File: config.mk
export PLATFORM = sky130hd
export DESIGN_NAME = branch_predictor_flat
export DESIGN_NICKNAME = d
export VERILOG_FILES = /design/src/rtl/branch_predictor_if.sv /design/src/rtl/branch_predictor.sv /design/src/flat_wrapper.sv
export SDC_FILE = /design/constraint.sdc
export NUM_CORES = 2
export LEC_CHECK = 0
export ABC_CLOCK_PERIOD_IN_PS = 15200
export CAP_MARGIN = 15
export CORE_ASPECT_RATIO = 0.9
export CORE_MARGIN = 2
export CORE_UTILIZATION = 45
export CTS_CLUSTER_SIZE = 8
export DETAILED_ROUTE_END_ITERATION = 16
export PLACE_DENSITY = 0.66
export SLEW_MARGIN = 25
export SYNTH_ARGS = -nofsm -noshare
export SYNTH_HDL_FRONTEND = slang
export SYNTH_SLANG_ARGS = --single-unit
File: constraint.sdc
create_clock -name clk -period 15.2 [get_ports clk]
set_input_delay 3.04 -clock clk [delete_from_list [all_inputs] [get_ports clk]]
set_output_delay 3.04 -clock clk [all_outputs]
set_load 0.01 [all_outputs]
File: src/rtl/branch_predictor_if.sv
// Fetch/execute-side bundle for the branch target buffer: IF lookup, EX resolution
// feedback with redirect, and the statistics counters for the debug display.
interface branch_predictor_if #(
  parameter int XLEN   = 32,
  parameter int STAT_W = 32
);
  logic [XLEN-1:0]   pc_IF;
  logic              pred_taken_IF;
  logic [XLEN-1:0]   pred_target_IF;

  logic              upd_valid_EX;
  logic [XLEN-1:0]   upd_pc_EX;
  logic              upd_taken_EX;
  logic [XLEN-1:0]   upd_target_EX;
  logic              pred_taken_EX;
  logic [XLEN-1:0]   pred_target_EX;
  logic              mispredict_EX;
  logic [XLEN-1:0]   redirect_pc_EX;

  logic [STAT_W-1:0] branch_cnt;
  logic [STAT_W-1:0] mispred_cnt;

  // Pipeline side: drives the fetch PC and the resolved branch information.
  modport master (
    output pc_IF, upd_valid_EX, upd_pc_EX, upd_taken_EX, upd_target_EX,
           pred_taken_EX, pred_target_EX,
    input  pred_taken_IF, pred_target_IF, mispredict_EX, redirect_pc_EX,
           branch_cnt, mispred_cnt
  );

  modport slave (
    input  pc_IF, upd_valid_EX, upd_pc_EX, upd_taken_EX, upd_target_EX,
           pred_taken_EX, pred_target_EX,
    output pred_taken_IF, pred_target_IF, mispredict_EX, redirect_pc_EX,
           branch_cnt, mispred_cnt
  );
endinterface

File: src/rtl/branch_predictor.sv
// Direct-mapped branch target buffer with saturating direction counters, mispredict
// detection for EX, and saturating branch/mispredict statistics.
module branch_predictor #(
  parameter int XLEN    = 32,
  parameter int ENTRIES = 16,
  parameter int CNT_W   = 2,
  parameter int STAT_W  = 32
) (
  input logic              clk,
  input logic              reset,
  branch_predictor_if.slave bus
);
  localparam int IDX_W = $clog2(ENTRIES);
  localparam int TAG_W = XLEN - IDX_W - 2;

  localparam logic [CNT_W-1:0]  CTR_MAX  = '1;
  localparam logic [CNT_W-1:0]  CTR_ZERO = '0;
  localparam logic [CNT_W-1:0]  CTR_WEAK = CNT_W'(1 << (CNT_W - 1));
  localparam logic [STAT_W-1:0] STAT_MAX = '1;
  localparam logic [XLEN-1:0]   PC_STEP  = XLEN'(4);

  logic              valid_q  [ENTRIES];
  logic [TAG_W-1:0]  tag_q    [ENTRIES];
  logic [XLEN-1:0]   target_q [ENTRIES];
  logic [CNT_W-1:0]  ctr_q    [ENTRIES];

  logic [STAT_W-1:0] branch_cnt_q;
  logic [STAT_W-1:0] mispred_cnt_q;

  logic [IDX_W-1:0]  lk_idx;
  logic [TAG_W-1:0]  lk_tag;
  logic              lk_hit;

  logic [IDX_W-1:0]  up_idx;
  logic [TAG_W-1:0]  up_tag;
  logic              up_hit;

  logic              tbl_write;
  logic              tbl_valid_d;
  logic [TAG_W-1:0]  tbl_tag_d;
  logic [XLEN-1:0]   tbl_target_d;
  logic [CNT_W-1:0]  tbl_ctr_d;

  logic              mispredict;

  // Word-aligned PCs never use the low two bits for indexing or tagging.
  logic unused_pc_bits;
  assign unused_pc_bits = ^{bus.pc_IF[1:0], bus.upd_pc_EX[1:0]};

  // Fetch-side lookup reads only registered table state.
  always_comb begin
    lk_idx             = bus.pc_IF[IDX_W+1:2];
    lk_tag             = bus.pc_IF[XLEN-1:IDX_W+2];
    lk_hit             = valid_q[lk_idx] && (tag_q[lk_idx] == lk_tag);
    bus.pred_taken_IF  = 1'b0;
    bus.pred_target_IF = bus.pc_IF + PC_STEP;
    if (lk_hit && ctr_q[lk_idx][CNT_W-1]) begin
      bus.pred_taken_IF  = 1'b1;
      bus.pred_target_IF = target_q[lk_idx];
    end
  end

  always_comb begin
    mispredict = bus.upd_valid_EX &&
                 ((bus.upd_taken_EX != bus.pred_taken_EX) ||
                  (bus.upd_taken_EX && (bus.upd_target_EX != bus.pred_target_EX)));
    bus.mispredict_EX  = mispredict;
    bus.redirect_pc_EX = bus.upd_taken_EX ? bus.upd_target_EX
                                          : (bus.upd_pc_EX + PC_STEP);
  end

  // Next contents of the entry addressed by the resolving branch.
  always_comb begin
    up_idx       = bus.upd_pc_EX[IDX_W+1:2];
    up_tag       = bus.upd_pc_EX[XLEN-1:IDX_W+2];
    up_hit       = valid_q[up_idx] && (tag_q[up_idx] == up_tag);
    tbl_write    = 1'b0;
    tbl_valid_d  = valid_q[up_idx];
    tbl_tag_d    = tag_q[up_idx];
    tbl_target_d = target_q[up_idx];
    tbl_ctr_d    = ctr_q[up_idx];
    if (bus.upd_valid_EX) begin
      if (up_hit) begin
        tbl_write = 1'b1;
        if (bus.upd_taken_EX) begin
          tbl_target_d = bus.upd_target_EX;
          if (ctr_q[up_idx] != CTR_MAX) begin
            tbl_ctr_d = ctr_q[up_idx] + CNT_W'(1);
          end
        end else if (ctr_q[up_idx] != CTR_ZERO) begin
          tbl_ctr_d = ctr_q[up_idx] - CNT_W'(1);
        end
      end else if (bus.upd_taken_EX) begin
        // A taken miss claims the slot, evicting any aliasing branch.
        tbl_write    = 1'b1;
        tbl_valid_d  = 1'b1;
        tbl_tag_d    = up_tag;
        tbl_target_d = bus.upd_target_EX;
        tbl_ctr_d    = CTR_WEAK;
      end
    end
  end

  always_ff @(posedge clk) begin
    if (reset) begin
      for (int i = 0; i < ENTRIES; i++) begin
        valid_q[i]  <= 1'b0;
        tag_q[i]    <= '0;
        target_q[i] <= '0;
        ctr_q[i]    <= '0;
      end
    end else if (tbl_write) begin
      valid_q[up_idx]  <= tbl_valid_d;
      tag_q[up_idx]    <= tbl_tag_d;
      target_q[up_idx] <= tbl_target_d;
      ctr_q[up_idx]    <= tbl_ctr_d;
    end
  end

  // Statistics stick at their maximum instead of wrapping.
  always_ff @(posedge clk) begin
    if (reset) begin
      branch_cnt_q  <= '0;
      mispred_cnt_q <= '0;
    end else if (bus.upd_valid_EX) begin
      if (branch_cnt_q != STAT_MAX) begin
        branch_cnt_q <= branch_cnt_q + STAT_W'(1);
      end
      if (mispredict && (mispred_cnt_q != STAT_MAX)) begin
        mispred_cnt_q <= mispred_cnt_q + STAT_W'(1);
      end
    end
  end

  assign bus.branch_cnt  = branch_cnt_q;
  assign bus.mispred_cnt = mispred_cnt_q;
endmodule
File: src/flat_wrapper.sv
// flat-port wrapper written by rule: the top's interface ports become plain ports
module branch_predictor_flat 
#(
  parameter int XLEN    = 32,
  parameter int ENTRIES = 16,
  parameter int CNT_W   = 2,
  parameter int STAT_W  = 32
)
  (clk, reset, bus_pc_IF, bus_upd_valid_EX, bus_upd_pc_EX, bus_upd_taken_EX, bus_upd_target_EX, bus_pred_taken_EX, bus_pred_target_EX, bus_pred_taken_IF, bus_pred_target_IF, bus_mispredict_EX, bus_redirect_pc_EX, bus_branch_cnt, bus_mispred_cnt);
  branch_predictor_if #(.XLEN(XLEN), .STAT_W(STAT_W)) bus_i ();
  input logic clk;
  input logic reset;
  input wire logic [$bits(bus_i.pc_IF)-1:0] bus_pc_IF;
  input wire logic [$bits(bus_i.upd_valid_EX)-1:0] bus_upd_valid_EX;
  input wire logic [$bits(bus_i.upd_pc_EX)-1:0] bus_upd_pc_EX;
  input wire logic [$bits(bus_i.upd_taken_EX)-1:0] bus_upd_taken_EX;
  input wire logic [$bits(bus_i.upd_target_EX)-1:0] bus_upd_target_EX;
  input wire logic [$bits(bus_i.pred_taken_EX)-1:0] bus_pred_taken_EX;
  input wire logic [$bits(bus_i.pred_target_EX)-1:0] bus_pred_target_EX;
  output wire logic [$bits(bus_i.pred_taken_IF)-1:0] bus_pred_taken_IF;
  output wire logic [$bits(bus_i.pred_target_IF)-1:0] bus_pred_target_IF;
  output wire logic [$bits(bus_i.mispredict_EX)-1:0] bus_mispredict_EX;
  output wire logic [$bits(bus_i.redirect_pc_EX)-1:0] bus_redirect_pc_EX;
  output wire logic [$bits(bus_i.branch_cnt)-1:0] bus_branch_cnt;
  output wire logic [$bits(bus_i.mispred_cnt)-1:0] bus_mispred_cnt;
  assign bus_i.pc_IF = bus_pc_IF;
  assign bus_i.upd_valid_EX = bus_upd_valid_EX;
  assign bus_i.upd_pc_EX = bus_upd_pc_EX;
  assign bus_i.upd_taken_EX = bus_upd_taken_EX;
  assign bus_i.upd_target_EX = bus_upd_target_EX;
  assign bus_i.pred_taken_EX = bus_pred_taken_EX;
  assign bus_i.pred_target_EX = bus_pred_target_EX;
  assign bus_pred_taken_IF = bus_i.pred_taken_IF;
  assign bus_pred_target_IF = bus_i.pred_target_IF;
  assign bus_mispredict_EX = bus_i.mispredict_EX;
  assign bus_redirect_pc_EX = bus_i.redirect_pc_EX;
  assign bus_branch_cnt = bus_i.branch_cnt;
  assign bus_mispred_cnt = bus_i.mispred_cnt;
  branch_predictor #(.XLEN(XLEN), .ENTRIES(ENTRIES), .CNT_W(CNT_W), .STAT_W(STAT_W)) u_core (.clk(clk), .reset(reset), .bus(bus_i));
endmodule
# Word-level counts from Yosys, hierarchy flattened
# Memories as Yosys holds them, arrays and structs flattened.
# Cells that the tools add are included.
[op_classes]
reduce_logical = 15
eq_ne = 9
mux = 37
n_addsub = 6
[ops]
columns = ["operator", "n"]
rows = [
  ["32-bit two-way mux", 5],
  ["26-bit two-way mux", 4],
  ["32-bit by 1-bit adder with 32-bit output (second input constant)", 2],
  ["32-bit by 3-bit adder with 32-bit output (second input constant)", 2],
  ["32-bit inequality test (second input constant)", 2],
  ["26-bit == test", 2],
  ["32-bit inequality test", 1],
  ["32-bit OR reduction", 1],
  ["26-bit OR reduction", 1],
  ["1-bit two-way mux", 17],
  ["4-bit two-way mux", 4],
  ["2-bit two-way mux", 7],
  ["1-bit logical AND", 6],
  ["2-bit inequality test (second input constant)", 2],
  ["2-bit AND reduction", 2],
  ["3-bit AND reduction", 1],
  ["2-bit by 1-bit adder with 2-bit output (second input constant)", 1],
  ["2-bit nonzero test", 1],
  ["2-bit OR reduction", 1],
  ["2-bit by 1-bit subtractor with 2-bit output (second input constant)", 1],
  ["1-bit logical OR", 1],
  ["1-bit inequality test", 1],
  ["1-bit inequality test (second input constant)", 1],
  ["1-bit OR reduction", 1],
]
[word_totals]
in_bits = 133
ramBits = 976
memories = 4
reg_bits = 64
output_inout_bits = 130
[memory_table]
columns = ["name", "depth", "width", "read_ports", "rd_ports_with_merged_regs", "write_ports", "line_no", "text"]
rows = [
  ["u_core.target_q", 16, 32, 1, 0, 16, "branch_predictor.sv:24", "logic [XLEN-1:0] target_q [ENTRIES];"],
  ["u_core.tag_q", 16, 26, 2, 0, 16, "branch_predictor.sv:23", "logic [TAG_W-1:0] tag_q [ENTRIES];"],
  ["u_core.ctr_q", 16, 2, 2, 0, 16, "branch_predictor.sv:25", "logic [CNT_W-1:0] ctr_q [ENTRIES];"],
  ["u_core.valid_q", 16, 1, 2, 0, 16, "branch_predictor.sv:22", "logic valid_q [ENTRIES];"],
]

# Logic depth before layout (Yosys ltp)
# An unclocked memory read counts as a cell.
[logic_depth]
word_depth = 11
ltp_mapped = 17
depth_no_buf = 10

# Worst setup path after synthesis
# Ideal clock, no wire load.
[synth_timing]
kind = "input to output"
from = "input bus_pc_IF[3]"
to = "output bus_pred_target_IF[3]"
setup_slack_ns = 5.734
n_path_buf = 5
required_time_ns = 12.160
path_stages = 11
t_arrival_ns = 6.426
cell_sequence = "clkbuf_1 -> clkbuf_1 -> clkbuf_1 -> clkbuf_1 -> mux4_2 -> mux4_2 -> xnor2_1 -> nand4_1 -> nor4_4 -> buf_2 -> mux2_1"
[synth_between]
elab_chain_cells = 5
elab_cells_between_ends = 9
cone_classes = "1 x add/sub; 1 x eq/ne; 1 x mux; 2 x reduce/logical; 4 x memory"
[synth_rtl]
columns = ["element", "line_no", "text"]
rows = [
  ["start: declaration", "flat_wrapper.sv:13", "input wire logic [$bits(bus_i.pc_IF)-1:0] bus_pc_IF;"],
  ["memory 16 x 26 bit", "--", ""],
  ["26-bit == test", "branch_predictor.sv:54", "lk_hit = valid_q[lk_idx] && (tag_q[lk_idx] == lk_tag);"],
  ["1-bit logical AND", "branch_predictor.sv:54", ""],
  ["1-bit logical AND", "branch_predictor.sv:57", "if (lk_hit && ctr_q[lk_idx][CNT_W-1]) begin"],
  ["32-bit two-way mux (*)", "branch_predictor.sv:57", ""],
  ["end: declaration", "flat_wrapper.sv:21", "output wire logic [$bits(bus_i.pred_target_IF)-1:0] bus_pred_target_IF;"],
]
# Every way passes the cells marked *; elsewhere a longest branch is shown, timed or not.

# Worst setup path after layout
[layout_timing]
from = "input bus_pc_IF[2]"
to = "output bus_pred_target_IF[0]"
# Same word-level chain as after synthesis.

==> results.json <==
{
  "outcome": "complete, no violations",
  "fin_crit_sh": 0.759,
  "arrival_ns": 8.49,
  "cp_max_fo": 79,
  "clk_pin_slew_worst_paths_ns": 0.05,
  "drv_cap": 0,
  "fp-row-count": 120,
  "hold_violations": 0,
  "ys.flop_type": "edfxtp_1",
  "die_area_um2": 123000,
  "multi_input_area_um2": 21700,
  "ctsHtreeMaxLevel": 4,
  "syn_nets": 4040,
  "worst_pin_slew_ns": 1.10,
  "cp-startpoint": "bus_pc_IF[2]",
  "hold_class": "reg -> reg",
  "rrSetupSlack_ns": 10.14,
  "drt_iter0_drc": 5134,
  "p_int_uw": 5350,
  "nNetsFinal": 4201,
  "r2r_end": "u_core.tag_q[5][11]",
  "yosys_warnings": 0,
  "place_inst": 5496,
  "ir_drop_uv": 90.2,
  "synth.most_common_cell": "edfxtp_1",
  "cp_cell_sequence": "buf_8, buf_4, mux4_2, mux4_2, xnor2_1, nand2_1, or4_1, nor4_4, buf_4, mux2_2, clkdlybuf4s50_1",
  "slew_headroom": 0.256,
  "cts_buffers": 148,
  "ys_ff_latch": 1040,
  "finalNonFillerCells": 5685,
  "start_util": 0.454,
  "fillCellCount": 9759,
  "ff2ff_path_depth": 11,
  "cts.sinks": 1040,
  "syn_avg_cell_area_um2": 13.9,
  "drive_gt1_frac": 0.223,
  "die_x_um": 369,
  "place_congestion": 0.949,
  "synth_top_area_share": 0.542,
  "max_freq_ghz": 0.0867,
  "cts_hold_buf": 0,
  "cts_buffer_depth": 3,
  "finalClockSkew_ns": 0.0438,
  "hold-worst-slack_ns": 0.507,
  "synth_common_cells": "976 x edfxtp_1, 423 x nor2_1, 395 x and2_1",
  "synth_top_cell_by_area": "edfxtp_1",
  "syn_inst": 3900,
  "worst_setup_path_start_kind": "input pin",
  "grt_max_degree": 130,
  "endpoint": "bus_pred_target_IF[0]",
  "drv_slew": 0,
  "rr_startpoint": "u_core.tag_q[7][17]",
  "worstSetupPathType": "in -> out",
  "antenna_found_initial": 8,
  "dr.pass1.iters": 5,
  "syn_to_final_growth_pct": 14.8,
  "rsz0062_at_grt": "no",
  "seqPwrFrac": 0.460,
  "drc": 0,
  "grt_pass1_wl_mm": 260,
  "yosysUniqueCellTypes": 83,
  "endpoint_kind": "output pin",
  "first_global_vias": 35700,
  "core_um2": 119000,
  "hold_path_depth": 2,
  "p_per_area_nw_per_um2": 116,
  "die-height_um": 333,
  "grt-ovfl-total": 0,
  "switching_share": 0.254,
  "post_cts.repair.setup_buffers": 0,
  "vias": 36100,
  "required_ns": 12.16,
  "placement.io_buffers": 262,
  "synth_edf_count": 976,
  "grt.total_usage": 0.297,
  "io_pins": 263,
  "pwr-share-comb": 0.116,
  "synth_seq_area_share": 0.566,
  "routed_wl_mm": 183,
  "ff_latch_area_um2": 30600,
  "wl_per_cell_um": 32.1,
  "period_needed_ns": 11.53,
  "cts-resized-gates": 0,
  "fin_setup_tns_ns": 0,
  "async_reset_ff_frac": 0,
  "slowest_stage": "buf_4",
  "antenna_left": 0,
  "clockRootBuffer": "clkbuf_16",
  "synth_area_um2": 54100,
  "routed_via_density": 6.34,
  "setup_viol": 0,
  "switchingPower_uw": 1820,
  "dp.final_hpwl_mm": 109,
  "cts_tree": "done",
  "critPathMaxStageDelay_ns": 0.77,
  "p_clk_frac": 0.424,
  "clk_latency_ns": 0.79,
  "leakagePower_uw": 0.0215,
  "synth_area_leaders": "edfxtp_1 54%, mux4_2 15%, and2_1 4.6%, nor2_1 2.9%, dfxtp_1 2.4%"
}
==> layout make-up <==
class                      count  area share
sequential                  1040       0.493
multi-input combinational   2460       0.350
clock buffer                 168      0.0617
timing repair buffer         358      0.0544
tap                         1586      0.0320
clock inverter                14     0.00532
inverter                      53     0.00321
antenna                        6    0.000242
==> through the flow <==
stage               setup WS, ns   util  total power (µW)  area [µm²]
finish                      3.67  0.521              7170       62100
global route                3.39  0.521              7360       62100
CTS                         3.70  0.521              7180       62000
detailed placement          3.70  0.486              4170       57900
global placement            3.77  0.486              4160       57800
floorplan                   5.73      -              3840       54100
==> worst min path at each step <==
stage,start,to
after floorplan,u_core.bus.branch_cnt[12],u_core.bus.branch_cnt[12]
after global routing,u_core.bus.mispred_cnt[22],u_core.bus.mispred_cnt[22]
final,u_core.bus.mispred_cnt[14],u_core.bus.mispred_cnt[14]
after global placement,u_core.bus.branch_cnt[14],u_core.bus.branch_cnt[14]
after detailed placement,u_core.bus.branch_cnt[14],u_core.bus.branch_cnt[14]
after CTS,u_core.bus.mispred_cnt[14],u_core.bus.mispred_cnt[14]
==> state kept, by name, summed over array words and instances (netlist names) <==
| register | cells |
|---|---|
| u_core.bus.branch_cnt | 32 |
| u_core.tag_q | 416 |
| u_core.target_q | 512 |
| u_core.bus.mispred_cnt | 32 |
| u_core.valid_q | 16 |
| u_core.ctr_q | 32 |
==> power groups by stage <==
stage          logic (µW)  registers (µW)  clock network (µW)
2_1_floorplan         504            3340                   0
3_3_place_gp          812            3350                   0
3_5_place_dp          814            3360                   0
4_1_cts               817            3300                3070
5_1_grt               860            3310                3180
6_report              830            3300                3040
==> critical path: cells and delay by family <==
kind	cells	cell delay [ns]
and+or+nand+nor	3	0.93
xor gates and xnor gates	1	0.26
muxes	3	1.52
buffers and inverters	4	2.57
==> kinds of logic after synthesis <==
logic type / Yosys count / synth area share
XOR/XNOR: 178 / 0.0288
adder cells (fa/ha/maj): 8 / 0.00180
multiplexers: 525 / 0.192
AND/OR/NAND/NOR: 1535 / 0.149
flip-flops: 1040 / 0.566
buffers and inverters: 400 / 0.0365
AO/OA/AOI/OAI: 214 / 0.0262
==> per-layer routing <==
metal,vias up,global-route usage,routed length (µm)
li1,14800,-,-
met1,18300,0.410,70600
met2,2587,0.438,80200
met3,391,0.0939,24500
met4,4,0.117,7490
met5,-,0,27
==> cells in the final DEF, fill, tap and decap left out, drive strengths merged, types with 10 or more instances in the layout <==
cell / n
o21ai: 91
or3: 19
and3: 148
and2: 396
clkdlybuf4s50: 253
a22oi: 15
clkinv: 10
xnor2: 93
a21oi: 21
nand2b: 27
mux4: 383
nor2: 555
buf: 105
dfxtp: 64
mux2i: 103
edfxtp: 976
nand2: 167
mux2: 39
xor2: 85
nor4: 14
inv: 57
nand3: 76
o22ai: 13
nand4: 33
clkbuf: 168
nor3: 52
or2: 19
Power figures use the tool's default switching activity.
